===== src/rtl/muldiv_unit.sv =====
// Iterative RV32M multiply/divide unit with a fixed-latency start/busy/done handshake.
// One radix-2 step per cycle: shift-add multiply or restoring divide on operand magnitudes.
module muldiv_unit #(
  parameter int unsigned XLEN = 32
) (
  input  logic            clk,
  input  logic            rst_n,
  input  logic            start,
  input  logic            flush,
  input  logic [2:0]      op,
  input  logic [XLEN-1:0] a,
  input  logic [XLEN-1:0] b,
  output logic            busy,
  output logic            done,
  output logic [XLEN-1:0] result
);

  localparam int unsigned CW = (XLEN > 1) ? $clog2(XLEN) : 1;

  typedef enum logic [1:0] {IDLE, CALC, FIX, DONE} state_t;

  state_t          state, state_next;
  logic [CW-1:0]   count;
  logic [2:0]      opr;
  logic [XLEN-1:0] hi, lo, d;
  logic            neg_q, neg_r, bzero;

  logic            a_sgn, b_sgn, a_neg, b_neg;
  logic [XLEN-1:0] a_mag, b_mag;
  logic [XLEN:0]   mul_sum;
  logic [XLEN+1:0] div_trial;
  logic            div_ge;
  logic [2*XLEN-1:0] prod, prod_s;
  logic [XLEN-1:0] quot_s, rem_s, fix_val;

  // Operand conditioning for the request presented in IDLE
  always_comb begin
    a_sgn = (op == 3'd1) || (op == 3'd2) || (op == 3'd4) || (op == 3'd6);
    b_sgn = (op == 3'd1) || (op == 3'd4) || (op == 3'd6);
    a_neg = a_sgn & a[XLEN-1];
    b_neg = b_sgn & b[XLEN-1];
    a_mag = a_neg ? ('0 - a) : a;
    b_mag = b_neg ? ('0 - b) : b;
  end

  // Multiply: hi accumulates, lo holds the multiplier bits being consumed.
  // Divide: hi is the partial remainder, lo shifts dividend out and quotient in.
  always_comb begin
    mul_sum   = {1'b0, hi} + (lo[0] ? {1'b0, d} : '0);
    div_trial = {1'b0, hi, lo[XLEN-1]} - {2'b00, d};
    div_ge    = ~div_trial[XLEN+1];
  end

  always_comb begin
    prod   = {hi, lo};
    prod_s = neg_q ? ('0 - prod) : prod;
    quot_s = bzero ? '1 : (neg_q ? ('0 - lo) : lo);
    rem_s  = neg_r ? ('0 - hi) : hi;
    fix_val = '0;
    case (opr)
      3'd0:          fix_val = prod_s[XLEN-1:0];
      3'd1, 3'd2,
      3'd3:          fix_val = prod_s[2*XLEN-1:XLEN];
      3'd4, 3'd5:    fix_val = quot_s;
      default:       fix_val = rem_s;
    endcase
  end

  always_comb begin
    state_next = state;
    case (state)
      IDLE: if (start && !flush) state_next = CALC;
      CALC: if (count == CW'(XLEN-1)) state_next = FIX;
      FIX:  state_next = DONE;
      DONE: state_next = IDLE;
      default: state_next = IDLE;
    endcase
    if (flush && state != IDLE) state_next = IDLE;
    busy = (state != IDLE);
    done = (state == DONE);
  end

  always_ff @(posedge clk or negedge rst_n) begin
    if (!rst_n) state <= IDLE;
    else        state <= state_next;
  end

  always_ff @(posedge clk or negedge rst_n) begin
    if (!rst_n) begin
      count  <= '0;
      opr    <= '0;
      hi     <= '0;
      lo     <= '0;
      d      <= '0;
      neg_q  <= 1'b0;
      neg_r  <= 1'b0;
      bzero  <= 1'b0;
      result <= '0;
    end else begin
      case (state)
        IDLE: if (start && !flush) begin
          opr   <= op;
          hi    <= '0;
          lo    <= a_mag;
          d     <= b_mag;
          count <= '0;
          neg_q <= a_neg ^ b_neg;
          neg_r <= a_neg;
          bzero <= (b == '0);
        end
        CALC: begin
          count <= count + 1'b1;
          if (opr[2]) begin
            hi <= div_ge ? div_trial[XLEN-1:0] : {hi[XLEN-2:0], lo[XLEN-1]};
            lo <= {lo[XLEN-2:0], div_ge};
          end else begin
            {hi, lo} <= {mul_sum, lo[XLEN-1:1]};
          end
        end
        FIX: if (!flush) result <= fix_val;
        default: ;
      endcase
    end
  end

endmodule

===== config.mk =====
export PLATFORM = sky130hd
export DESIGN_NAME = muldiv_unit
export DESIGN_NICKNAME = d
export VERILOG_FILES = /design/src/rtl/muldiv_unit.sv
export SDC_FILE = /design/constraint.sdc
export NUM_CORES = 1
export LEC_CHECK = 0
export CAP_MARGIN = 20
export CORE_MARGIN = 10
export CORE_UTILIZATION = 55
export CTS_BUF_LIST = sky130_fd_sc_hd__clkbuf_2
export CTS_CLUSTER_DIAMETER = 120
export CTS_CLUSTER_SIZE = 16
export DETAILED_ROUTE_END_ITERATION = 8
export GPL_ROUTABILITY_DRIVEN = 0
export PLACE_DENSITY = 0.76
export SKIP_CTS_REPAIR_TIMING = 1
export SLEW_MARGIN = 20
export SYNTH_ARGS = -nofsm -noshare
export SYNTH_HDL_FRONTEND = slang
export SYNTH_SLANG_ARGS = --single-unit

===== constraint.sdc =====
create_clock -name clk -period 4.84 [get_ports clk]
set_input_delay 0.484 -clock clk [delete_from_list [all_inputs] [get_ports clk]]
set_output_delay 0.484 -clock clk [all_outputs]
set_load 0.01 [all_outputs]

==> flow_summary.toml, run 1 <==
[cts]
clkSinkCount = 141
cts-root-buf = "clkbuf_2"
clockBufferDepth = 2
cts_buffers = 17
worstSkewPairLatency_ns = 0.80
h-tree-depth = 4
clk_pin_slew_ns = 0.27
cts_tree = "built"

[power_and_ir_drop]
seqPwrFrac_pct = 22.1
p_leak_uw = 0.006548
intPower_uw = 5315
clockPowerShare_pct = 6.4
power_frac_comb_pct = 71.5
ir_drop_v = 0.0002644
switchingPower_uw = 6470
pwr_density_cell_nw_per_um2 = 784.1
swShare_pct = 54.90

[yosys]
ys.flop_type = "dfrtp_1"
synth.net_count = 1931
synth_warnings = 0
synth_edf_count = 0
syn_area_per_cell_um2 = 7.582
synth.distinct_cells = 65
synth-seq-area-share_pct = 26.08
async_flop_share_pct = 100.0
netlist_instances = 1784
synth-seq-cells = 141
syn-cell-area_um2 = 13530

[route]
wl_met1_um = 17750
first_pass_iters = 9
route.detailed.drc = 1
top_layer_used = "met4"
viasPerCell = 6.157
wire_per_inst_um = 18.39
wl_met3_um = 3291
wirelength_um = 39700
vias = 13290
routed-wl-met2_um = 17520
ant_nets = 0
drt_iter0_drc = 1319

[floorplanning]
ios = 105
core_um2 = 24250
initial_core_util_pct = 55.78
dieArea_um2 = 31270
die_w_um = 176.8
die_y_um = 176.8
std_cell_rows = 57

[worst_setup_path]
cp.arrival_ns = 4.61
r2r_setup_slack_ns = 0.91
reg2reg_to = "hi[5]"
setup.worst_path.end_class = "flop"
cp_max_fo = 22
cp.required_ns = 5.52
crit_type = "reg2reg"
reg2regPathDepth = 12
start_kind = "flop"
r2r-start = "hi[15]"

[sta]
slew_headroom_pct = 23.94
maxSlewViolCount = 0
tightest_slew_ns = 1.141
finClkSkew_ns = 0.06745
setup_viol = 0
rsz0062_at_grt = "no"
fin_crit_ns = 3.935
fin_setup_tns_ns = 0
hold_viol = 0
fmax_ghz = 0.2541
finalCritPeriodShare_pct = 81.30

[status]
status = "complete, but fails checks"
violations = "design-rule violations"

[global_route]
grt_start_max_net_pins = 75
grt_pass1_wl_um = 64740
grt_use_total_pct = 25.03
grt_pass1_vias = 12270
overflow = 0
antenna_found_initial = 1

[place]
hpwl_um = 30470
io_buffers = 104
dp_cells = 2125

[final_layout]
fin_cells = 2159
syn_to_final_growth_pct = 11.12
final_nets = 1968
final_layout_size_suffix_gt1_share_pct = 4.798
nFillCells = 2208

[min_path]
hold_path_class = "in2async"

[flow_run]
drv_cap = 0
## power groups by stage
stage	sequential [uW]	clock (uW)	combinational, uW
finish	2600	753	8430
global route	2670	809	9310
CTS	2560	766	8260
detailed placement	2590	0	8220
global placement	2570	0	8080
floorplan	2170	0	6310
## logic make-up (layout without fill, tap and decap cells)
| kind of cell | Yosys count | count (layout) | share of synthesized area (%) |
|---|---|---|---|
| AOI/OAI and AO/OA | 577 | 577 | 26.08 |
| xor gates and xnor gates | 191 | 191 | 12.37 |
| adders and majority gates | 76 | 76 | 7.141 |
| buffers and inverters | 181 | 231 | 5.087 |
| DFF | 141 | 141 | 26.08 |
| muxes | 48 | 48 | 3.617 |
| other | 0 | 1 | 0 |
| and+or+nand+nor | 570 | 570 | 19.63 |
## worst max path at each step
stage | from | slack [ns] | to | depth (start not counted)
2_1_floorplan | lo[16] | 1.37 | result[13] | 10
3_3_place_gp | b[8] | 1.07 | d[29] | 9
3_5_place_dp | a[2] | 0.96 | lo[29] | 10
4_1_cts | hi[1] | 0.99 | result[28] | 11
5_1_grt | lo[2] | 0.65 | result[1] | 9
6_report | hi[15] | 0.91 | hi[5] | 12
## state kept, by name (all words and copies together) (netlist names)
register / count
d: 32
neg_r: 1
bzero: 1
result: 32
count: 5
state: 2
hi: 32
opr: 3
neg_q: 1
lo: 32
## layer usage
metal / GRT usage, % / vias up
li1: - / 6473
met1: 34.71 / 6149
met2: 38.65 / 591
met3: 4.715 / 79
met4: 7.636 / 0
met5: 0 / -
## cells in the mapped netlist (15+ instances only)
cell | count | area (um^2)
o31ai_1 | 25 | 187.7
clkbuf_1 | 101 | 379.1
nand3_1 | 24 | 120.1
inv_1 | 68 | 255.2
o221ai_1 | 15 | 131.4
nor3_1 | 20 | 100.1
nand2_1 | 238 | 893.4
a21oi_1 | 108 | 540.5
dfrtp_1 | 141 | 3528
or3_1 | 33 | 206.5
mux2i_1 | 41 | 410.4
nand4_1 | 15 | 93.84
a21o_1 | 29 | 217.7
o21ai_0 | 241 | 1206
nand2b_1 | 20 | 125.1
ha_1 | 74 | 925.9
a22oi_1 | 20 | 150.1
xnor2_1 | 86 | 753.2
xor2_1 | 105 | 919.6
or4_1 | 15 | 112.6
a211oi_1 | 18 | 135.1
nor2_1 | 132 | 495.5
## layout by cell type, fill, tap and decap left out, types with 33 or more instances in the layout
cell,n
a21oi_1,108
clkdlybuf4s50_1,103
dfrtp_1,139
ha_1,73
inv_1,68
mux2i_1,41
nand2_1,237
nor2_1,132
o21ai_0,240
or3_1,33
xnor2_1,86
xor2_1,105
## worst max-delay path: stages (launching register included)
cell,delay [ns]
dfrtp_1,0.62
ha_1,0.49
nand4_1,0.19
or4_1,0.55
a211oi_1,0.36
o21bai_1,0.22
a31oi_1,0.34
a211oi_4,0.14
buf_4,0.23
buf_4,0.23
nor3_1,0.19
a21oi_1,0.07
o21ai_0,0.15
## layout make-up
cell class                 instances  area (um^2)  share of cell area [%]
inverter                          69        259.0                   1.723
clock buffer                      17        85.08                  0.5661
tap                              324        405.4                   2.697
clock inverter                    15        160.2                   1.066
sequential                       141         3531                   23.49
timing repair buffer             130         1240                   8.249
antenna                            1        2.502                 0.01665
multi-input combinational       1462         9348                   62.19
## metrics by stage
stage / total power [uW] / hold WS, ns / area, um^2 / worst slack (ns) / util [%]
after floorplan: 8478 / 0.1884 / 13530 / 1.375 / -
after global placement: 10650 / 0.4553 / 14770 / 1.075 / 60.92
after detailed placement: 10810 / 0.4574 / 14770 / 0.9567 / 60.92
after CTS: 11580 / -0.3786 / 15020 / 0.9909 / 61.93
after global routing: 12790 / 0.2207 / 15030 / 0.6541 / 61.99
final: 11790 / 0.2149 / 15030 / 0.9051 / 61.99
Power figures use the tool's default switching activity.
==> run 2: changes to the inputs <==
==> constraint.sdc (replaced) <==
create_clock -name clk -period 4 [get_ports clk]
set_input_delay 0.4 -clock clk [delete_from_list [all_inputs] [get_ports clk]]
set_output_delay 0.4 -clock clk [all_outputs]
set_load 0.01 [all_outputs]
==> run 2 against run 1 <==
  * The flow now finishes without violations
  * Clock skew fell by 0.028 ns
  * Design area is 1.3% higher
  * Routed wire length rose by 5.3%
  * Via count rose by 3.7%
  * Hold slack worse by 0.0086 ns
  * Largest power group unchanged
==> flow_summary.toml, run 2 (synthesis results as in run 1) <==
[status]
status = "finished, final reports clean"

[global_route]
grt_use_total_pct = 26.23
antenna_found_initial = 2
grt_start_max_net_pins = 101
grt_pass1_wl_um = 67430
overflow = 0
grt_pass1_vias = 13120

[worst_setup_path]
cp.required_ns = 4.68
crit_chain = "or4_4 -> or4b_1 -> or3_1 -> or4_4 -> or4_4 -> o21ai_2 -> xnor2_1 -> o21ai_1 -> o21ai_1"
path_buf_inv = 0
start_kind = "flop"
cp_top_family = "simple AND/OR/NAND/NOR gates"
reg2regPathDepth = 9
slowest_delay_ns = 0.58
cp_slowest_cell = "or4_4"
cp_max_fo = 8
setup.worst_path.end_class = "flop"
r2r_setup_slack_ns = 0.24
path_common_cell = "or4_4"
crit_type = "reg2reg"
crit_cells = 9
cp.arrival_ns = 4.44

[sta]
tightest_slew_ns = 1.038
maxSlewViolCount = 0
fin_crit_ns = 3.759
setup_viol = 0
finalCritPeriodShare_pct = 93.98
hold_ws_ns = 0.2063
slew_headroom_pct = 30.77
rsz0062_at_grt = "no"
fin_setup_tns_ns = 0
finClkSkew_ns = 0.03934
hold_viol = 0
fmax_ghz = 0.2660

[final_layout]
final_area_um2 = 15220
fin_cells = 2180
nFillCells = 2194
final_cell_mix = "o21ai_0, nand2_1, dfrtp_1"
syn_to_final_growth_pct = 12.53
final_common_cell = "o21ai_0"
final_nets = 1989
final_layout_size_suffix_gt1_share_pct = 5.984

[cts]
clk_pin_slew_ns = 0.28
h-tree-depth = 4
cts-root-buf = "clkbuf_2"
worstSkewPairLatency_ns = 0.78
clkSinkCount = 141
cts_buffers = 17
clockBufferDepth = 2
cts_tree = "built"

[floorplanning]
ios = 105
initial_core_util_pct = 55.78
dieArea_um2 = 31270
std_cell_rows = 57
die_w_um = 176.8
die_y_um = 176.8
core_um2 = 24250

[flow_run]
drv_cap = 0

[power_and_ir_drop]
power_uw = 14530
pwr_density_cell_nw_per_um2 = 954.5
ir_drop_v = 0.0004823
p_leak_uw = 0.006680

[place]
io_buffers = 104
dp_cells = 2146
hpwl_um = 31890
place_area_um2 = 14970

[route]
wirelength_um = 41820
first_pass_iters = 8
ant_nets = 0
route.detailed.drc = 0
viasPerCell = 6.323
wire_per_inst_um = 19.18
vias = 13790
drt_iter0_drc = 1637

[min_path]
hold_path_class = "in2async"
-- run 2: path summary, 6_finish.rpt --
path | end | startpoint
setup / recovery | result[21] | lo[16]
hold / removal | lo[17] | rst_n
setup reg to reg | result[21] | lo[16]
hold reg to reg | result[18] | result[18]
max in group asynchronous | result[6] | rst_n
min in group clk | d[31] | b[31]
-- run 2: area by class of cell --
class,count,area [um^2],share of cell area [%]
Sequential cell,141,3530,23.19
Antenna cell,1,2.502,0.01644
Timing Repair Buffer,151,1435,9.428
Tap cell,324,405.4,2.663
Clock buffer,17,85.08,0.5589
Inverter,69,259.0,1.701
Multi-Input combinational cell,1462,9359,61.48
Clock inverter,15,146.4,0.9617
-- run 2: power breakdown --
| group | leakage (uW) | switching, uW | internal [uW] |
|---|---|---|---|
| Sequential | 0.00180 | 981 | 2060 |
| Clock | 0.000142 | 666 | 201 |
| Combinational | 0.00474 | 6410 | 4220 |
| Total | 0.00668 | 8050 | 6480 |
-- run 2: metal layers --
metal  part of all wire (%)  track usage [%]
met5                  0.026                0
met4                    3.8            10.26
met3                    8.5            4.416
met2                     45            42.63
met1                     42            34.11
-- run 2: through the flow --
| step | setup slack, ns | utilization, % |
|---|---|---|
| 3_5_place_dp | 0.2694 | 61.72 |
| 5_1_grt | 0.07538 | 62.78 |
| 2_1_floorplan | 0.5349 | - |
| 3_3_place_gp | 0.3872 | 61.72 |
| 6_report | 0.2408 | 62.78 |
| 4_1_cts | 0.1587 | 62.68 |
-- run 2: worst reg2reg max path: stages, from the launching register on --
cell     delay, ns
dfrtp_1       0.54
or4_4         0.58
or4b_1        0.52
or3_1         0.49
or4_4         0.55
or4_4         0.46
o21ai_2       0.15
xnor2_1       0.13
o21ai_1       0.08
o21ai_1       0.15
==> run 3: changes to the inputs <==
--- a/config.mk
+++ b/config.mk
@@ -6,6 +6,7 @@
 export NUM_CORES = 1
 export LEC_CHECK = 0
 export CAP_MARGIN = 20
+export CORE_ASPECT_RATIO = 0.9
 export CORE_MARGIN = 10
 export CORE_UTILIZATION = 55
 export CTS_BUF_LIST = sky130_fd_sc_hd__clkbuf_2
==> constraint.sdc (replaced) <==
create_clock -name clk -period 4 [get_ports clk]
set_input_delay 0.8 -clock clk [delete_from_list [all_inputs] [get_ports clk]]
set_output_delay 0.8 -clock clk [all_outputs]
set_load 0.01 [all_outputs]
==> run 3 against run 2 <==
  * The run now ends with negative hold slack left
  * Count of clock-buffer cells in the layout stayed put
  * Maximum frequency shrank 3.1%
  * Hold slack worse by 0.24 ns
  * Register-to-register slack got worse by 0.12 ns
  * Die area barely moved
  * Highest routed layer is now met4
  * Utilization increased by 0.053 points
==> flow_summary.toml, run 3 (synthesis results as in run 1) <==
[place]
io_buffers = 104
hpwl_um = 31620

[floorplanning]
ios = 105
die_y_um = 168.8
initial_core_util_pct = 55.77
core_um2 = 24260
std_cell_rows = 54
dieArea_um2 = 31270
die_w_um = 185.3

[cts]
cts-root-buf = "clkbuf_2"
clkSinkCount = 141
cts_tree = "built"
cts_buffers = 17
h-tree-depth = 4
clockBufferDepth = 2
worstSkewPairLatency_ns = 0.83
clk_pin_slew_ns = 0.27

[route]
first_pass_iters = 7
viasPerCell = 6.348
wirelength_um = 41820
wire_per_inst_um = 19.24
drt_iter0_drc = 1802
route.detailed.drc = 0
vias = 13800
ant_nets = 0

[worst_setup_path]
startpoint = "hi[6]"
r2r-start = "hi[6]"
cp.arrival_ns = 4.66
cp.required_ns = 4.78
r2r_setup_slack_ns = 0.12
crit_end = "hi[30]"
cp_max_fo = 26
setup.worst_path.end_class = "flop"
start_kind = "flop"
reg2reg_to = "hi[30]"
reg2regPathDepth = 11
crit_type = "reg2reg"

[final_layout]
final_cell_mix = "o21ai_0, nand2_1, dfrtp_1"
syn_to_final_growth_pct = 12.66
final_layout_size_suffix_gt1_share_pct = 6.488
final_common_cell = "o21ai_0"
final_nets = 2000
ff_latch_area_um2 = 3531
multi_input_area_um2 = 9355
finish.utilization_pct = 62.83
nFillCells = 2166

[global_route]
grt_pass1_wl_um = 66720
overflow = 0
grt_use_total_pct = 25.97
antenna_found_initial = 1
grt_pass1_vias = 12710
grt_start_max_net_pins = 101

[sta]
rsz0062_at_grt = "no"
hold_viol = 10
fmax_ghz = 0.2579
hold_ws_ns = -0.03192
tightest_slew_ns = 1.021
maxSlewViolCount = 0
slew_headroom_pct = 31.91
finalCritPeriodShare_pct = 96.94
fin_crit_ns = 3.878
finClkSkew_ns = 0.06421
fin_setup_tns_ns = 0
setup_viol = 0

[min_path]
hold_path_class = "in2async"

[flow_run]
drv_cap = 0

[power_and_ir_drop]
pwr_density_cell_nw_per_um2 = 952.3
p_leak_uw = 0.006711
ir_drop_v = 0.0006359

[status]
status = "complete, but fails checks"
violations = "negative hold slack"
-- run 3: cell types whose count changed in the layout (fill, tap and decap cells not counted), moves of 2 or more --
cell      change
clkinv_2      +2
buf_4        +12
clkinv_4      -3
inv_6         +3
inv_8         -4
-- run 3: layout make-up --
type | instances | share of cell area, %
well taps | 308 | 2.529
inverters | 69 | 1.700
clock buffers | 17 | 0.5583
flip-flops and latches | 141 | 23.17
clock inverters | 14 | 0.6979
repair buffers | 162 | 9.943
diodes | 1 | 0.01642
multi-input cells | 1462 | 61.39
-- run 3: metrics by stage --
stage	total power (uW)	instances	cell area, um^2	hold slack (ns)	setup WS, ns
after floorplan	10260	1784	13530	0.4453	0.5349
after global placement	13120	2142	15030	0.4582	0.1040
after detailed placement	13370	2142	15030	0.4704	0.02269
after CTS	14210	2173	15220	0.002885	0.2312
after global routing	15660	2174	15240	0.004408	0.002211
final	14510	2174	15240	-0.03192	0.1223
-- run 3: where the power goes --
part	internal, uW	switching (uW)	leakage (uW)
registers	2060	926	0.00180
clock network	173	655	0.000122
logic	4290	6410	0.00479
total	6520	7990	0.00671
-- run 3: worst max-delay path, cell delays in order, from the launching register on --
cell	delay, ns
dfrtp_1	0.59
ha_1	0.50
nand3_1	0.19
or4_1	0.44
a211oi_1	0.53
o21bai_1	0.25
a31oi_1	0.42
a211oi_4	0.14
buf_12	0.20
or3_1	0.35
a21oi_1	0.13
a211o_1	0.11
-- run 3: worst min-delay path by stage --
stage	startpoint	endpoint	slack [ns]	cells after the start
finish	rst_n	lo[3]	-0.03	1
floorplan	count[4]	count[4]	0.45	2
detailed placement	d[23]	d[23]	0.47	2
global placement	count[4]	count[4]	0.46	2
CTS	rst_n	lo[3]	0.003	1
global route	rst_n	state[0]	0.004	1
-- run 3: layer usage --
layer,vias to the layer above,global-route usage (%),wire (um)
met2,680,40.50,18890
met5,-,0,0
met1,6506,36.67,18230
met4,0,6.391,828
li1,6534,-,-
met3,81,3.938,3871
